## config.mk

```make
export PLATFORM = sky130hd
export DESIGN_NAME = output_dispatch
export DESIGN_NICKNAME = d
export VERILOG_FILES = /design/src/rtl/output_dispatch.sv
export SDC_FILE = /design/constraint.sdc
export NUM_CORES = 1
export LEC_CHECK = 0
export ABC_AREA = 1
export BUFFER_PORTS_ARGS = -buffer_cell sky130_fd_sc_hd__buf_4
export CAP_MARGIN = 20
export CORE_ASPECT_RATIO = 1.2
export CORE_MARGIN = 4
export CORE_UTILIZATION = 55
export CTS_CLUSTER_SIZE = 16
export DETAILED_ROUTE_END_ITERATION = 16
export GPL_TIMING_DRIVEN = 0
export PLACE_DENSITY = 0.76
export SYNTH_ARGS = -nofsm -noshare
export SYNTH_HDL_FRONTEND = slang
export SYNTH_SLANG_ARGS = --single-unit
```

## constraint.sdc

```tcl
create_clock -name clk_in -period 4.6 [get_ports clk_in]
set_input_delay 0.92 -clock clk_in [delete_from_list [all_inputs] [get_ports clk_in]]
set_output_delay 0.92 -clock clk_in [all_outputs]
set_load 0.05 [all_outputs]
```

## src/rtl/output_dispatch.sv

```systemverilog
// Latest-value-per-channel store with round-robin dispatch onto a
// single valid/ready output; stale pending values are overwritten.
module output_dispatch #(
    parameter int W_CHAN = 5,
    parameter int N_CHAN = 8,
    parameter int W_DATA = 64
) (
    input  logic              clk_in,
    input  logic              rst_in,
    input  logic              dv_in,
    input  logic [W_CHAN-1:0] chan_in,
    input  logic [W_DATA-1:0] data_in,
    input  logic              rdy_in,
    output logic              dv_out,
    output logic [W_CHAN-1:0] chan_out,
    output logic [W_DATA-1:0] data_out,
    output logic              ovr_out
);

    localparam int W_IDX = (N_CHAN > 1) ? $clog2(N_CHAN) : 1;
    localparam logic [W_CHAN:0]   LP_NCH  = (W_CHAN+1)'(N_CHAN);
    localparam logic [W_CHAN-1:0] LP_LAST = W_CHAN'(N_CHAN - 1);

    logic [W_DATA-1:0] r_mem [N_CHAN];
    logic [N_CHAN-1:0] r_pend;
    logic [W_CHAN-1:0] r_last;
    logic              r_dv;
    logic [W_CHAN-1:0] r_chan;
    logic [W_DATA-1:0] r_data;
    logic              r_ovr;

    logic              w_cap;
    logic              w_free;
    logic              w_gnt_vld;
    logic [W_CHAN-1:0] w_gnt;
    logic              w_take;
    logic              w_ovr;
    logic [N_CHAN-1:0] w_pend_nxt;

    assign w_cap  = dv_in && ({1'b0, chan_in} < LP_NCH);
    assign w_free = !r_dv || rdy_in;
    assign w_take = w_free && w_gnt_vld;

    // Round-robin search: nearest pending channel after last grant wins
    always_comb begin
        logic [W_CHAN:0] v_sum;
        w_gnt_vld = 1'b0;
        w_gnt     = '0;
        v_sum     = '0;
        for (int k = N_CHAN; k >= 1; k--) begin
            v_sum = {1'b0, r_last} + (W_CHAN+1)'(k);
            if (v_sum >= LP_NCH) begin
                v_sum = v_sum - LP_NCH;
            end
            if (r_pend[v_sum[W_IDX-1:0]]) begin
                w_gnt_vld = 1'b1;
                w_gnt     = v_sum[W_CHAN-1:0];
            end
        end
    end

    // Pending flags: grant clears, capture sets (capture wins on collision)
    always_comb begin
        w_pend_nxt = r_pend;
        w_ovr      = 1'b0;
        if (w_take) begin
            w_pend_nxt[w_gnt[W_IDX-1:0]] = 1'b0;
        end
        if (w_cap) begin
            w_ovr = r_pend[chan_in[W_IDX-1:0]]
                    && !(w_take && (w_gnt == chan_in));
            w_pend_nxt[chan_in[W_IDX-1:0]] = 1'b1;
        end
    end

    // Data store: not reset, only ever read under a pending flag
    always_ff @(posedge clk_in) begin
        if (!rst_in && w_cap) begin
            r_mem[chan_in[W_IDX-1:0]] <= data_in;
        end
    end

    // Control state and output register
    always_ff @(posedge clk_in) begin
        if (rst_in) begin
            r_pend <= '0;
            r_last <= LP_LAST;
            r_dv   <= 1'b0;
            r_chan <= '0;
            r_data <= '0;
            r_ovr  <= 1'b0;
        end else begin
            r_pend <= w_pend_nxt;
            r_ovr  <= w_ovr;
            if (w_free) begin
                r_dv <= w_gnt_vld;
                if (w_gnt_vld) begin
                    r_chan <= w_gnt;
                    r_data <= r_mem[w_gnt[W_IDX-1:0]];
                    r_last <= w_gnt;
                end
            end
        end
    end

    assign dv_out   = r_dv;
    assign chan_out = r_chan;
    assign data_out = r_data;
    assign ovr_out  = r_ovr;

endmodule

```

==> flow_summary.json <==
{
  "cts_made_buffers": 56,
  "critPathTopFamily": "simple AND/OR/NAND/NOR gates",
  "cts.path.max_buffers": 3,
  "clkTransAtPathRegs_ns": 0.06,
  "crit_chain": "buf_2, inv_2, ha_1, buf_2, inv_1, nand3_1, nand3_1, nand2_1, a21oi_1, nand2_1, nand2_1, nand2_1, nand2_1, nand2_1, nand2_2, nand2_2, buf_4, buf_2, nand3_1, nand2_1, nor2_1, nor2_1",
  "cts_max_level": 2,
  "async_flop_share_pct": 0,
  "antenna_found_initial": 1,
  "finalCriticalPeriod_ns": 4.36,
  "synth_edf_count": 512,
  "setup_viol": 0,
  "dieArea_um2": 50300,
  "ys_seq_elements": 594,
  "cts_tree": "yes",
  "fin_crit_sh_pct": 94.8,
  "cp_slowest_cell": "dfxtp_1",
  "crit_fanout": 12,
  "syn_nets": 2596,
  "root_buffer": "clkbuf_16",
  "hold_viol_final": 0,
  "endpoint_kind": "flip-flop",
  "maxSlewHeadroom_pct": 20.0,
  "die_y_um": 245,
  "clock.fmax_mhz": 229,
  "worstSetupStartpointType": "flip-flop",
  "grtUsageTotal_pct": 30.1,
  "yosysMostFrequentCell": "nand2_1",
  "synth_cell_type_count": 35,
  "synth_cells": 2506,
  "gp_congestion": 0.882,
  "yosysTopAreaCell": "edfxtp_1",
  "nNetsFinal": 2817,
  "report.final.slew_viol_count": 0,
  "ant_nets": 0,
  "dr.pass1.iters": 6,
  "path_class": "flip-flop to flip-flop",
  "critPathBufInv": 6,
  "via_count": 20300,
  "layout-drive-gt1-share_pct": 14.8,
  "worstHoldPathType": "flip-flop to flip-flop",
  "post_cts_resized": 0,
  "crit_top_cell": "nand2_1",
  "finClkSkew_ns": 0.0144,
  "wl_per_cell_um": 22.7,
  "rows": 86,
  "clock_latency_ns": 0.63,
  "area_growth_pct": 16.6,
  "grt_max_degree": 29,
  "io_buffers": 143,
  "grt_first_pass_wirelength_um": 115000,
  "arrival_ns": 4.86,
  "via_per_inst": 5.99,
  "grt_pass1_vias": 19900,
  "tightest_slew_ns": 1.20,
  "status": "finished clean",
  "ys_seq_area_share_pct": 66.2,
  "drt_iter0_drc": 2542,
  "max_stage_delay_ns": 0.43,
  "yosysWarnings": 0,
  "rsz0062_at_grt": "false",
  "synth.top_cell.area_share_pct": 59.8,
  "initial_core_util_pct": 55.8,
  "postLayoutSetupSlackWorst_ns": 0.240,
  "post-route-drc-count": 0,
  "ys.flop_type": "edfxtp_1",
  "wirelength_um": 76800,
  "overflow": 0,
  "synth_common_cells": "807 x nand2_1, 512 x edfxtp_1, 442 x nand3_1, 179 x nor2_1, 105 x nand4_1",
  "holdBufCountCts": 0,
  "fp.dieW_um": 205,
  "pre_cts_ws_ns": 0.167,
  "ys_top_cells_by_area": "edfxtp_1 60%, nand2_1 12%, nand3_1 8.6%",
  "post-cts-setup-buffers": 0,
  "dp_hpwl_um": 51000,
  "synth_area_um2": 25700,
  "clkSinkCount": 594,
  "worst_ep_required_time_ns": 5.11,
  "synth.avg_cell_area_um2": 10.3,
  "io_pins": 144,
  "maxCapViolations": 0,
  "core_area_um2": 46100
}
==> layout by cell type (no fill, tap or decap), types with 4 or more instances in the layout <==
cell	n
clkinv_1	6
edfxtp_1	512
buf_2	99
o21ai_0	79
nor2_4	8
buf_16	9
nand2_1	807
xor2_1	4
inv_2	6
buf_4	153
inv_1	39
buf_6	11
nor2_1	170
clkbuf_8	11
clkbuf_1	59
buf_12	11
nand3_1	442
o22ai_1	5
nand4_1	105
nand3_2	4
dfxtp_1	82
ha_1	17
a21oi_1	15
buf_1	4
clkinv_2	7
nand2_2	12
bufinv_16	5
clkbuf_16	56
==> path summary, 6_finish.rpt <==
check	start	end	slack [ns]	cells past startpoint
worst max-delay path	r_last[1]	data_out[35]	0.24	22
worst min-delay path	chan_out[1]	chan_out[1]	0.48	2
worst max register to register	r_last[1]	data_out[35]	0.24	22
worst min register to register	chan_out[1]	chan_out[1]	0.48	2
==> flip-flops by register name, indices dropped and copies added, names as in the netlist <==
| register | flops |
|---|---|
| ovr_out | 1 |
| r_pend | 8 |
| r_last | 5 |
| data_out | 64 |
| chan_out | 3 |
| dv_out | 1 |
| r_mem | 512 |
==> through the flow <==
| stage | utilization, % | std cells | TNS (ns) | cell area, µm² | hold slack (ns) |
|---|---|---|---|---|---|
| after floorplan | - | 2506 | 0 | 25700 | 0.477 |
| after detailed placement | 61.0 | 3285 | 0 | 28100 | 0.472 |
| final | 65.1 | 3391 | 0 | 30000 | 0.481 |
| after global routing | 65.1 | 3391 | 0 | 30000 | 0.498 |
| after CTS | 65.1 | 3390 | 0 | 30000 | 0.481 |
| after global placement | 59.8 | 3265 | -1423.04 | 27600 | 0.457 |
==> final cells by class <==
class                      instances  area, µm²
sequential                       594      17000
inverter                          47        176
fill                            3504      16100
tap                              616        771
antenna                            1       2.50
multi-input combinational       1693       7690
clock inverter                    24        277
clock buffer                      81       1610
timing repair buffer             163       1540
buffer                           172        893
==> metal layers <==
layer | GRT usage [%] | wire (µm)
met5 | 0 | 0
met4 | 15.8 | 4190
met3 | 6.09 | 8140
met2 | 48.7 | 36800
met1 | 38.4 | 27700
==> kinds of logic after synthesis <==
family,after synthesis,share of synthesized area [%]
buffers and inverters,219,4.15
AOI/OAI and AO/OA,110,2.25
adders and majority gates,17,0.827
and+or+nand+nor,1558,26.3
DFF,594,66.2
xor gates and xnor gates,8,0.302
==> tightest hold or removal path, cell delays in order (launching register included) <==
cell,delay [ns]
dfxtp_1,0.32
nand2_1,0.06
a21oi_1,0.06
Power is not shown: default switching activity piles up to over one toggle a cycle in this logic, so the estimate is an artifact.
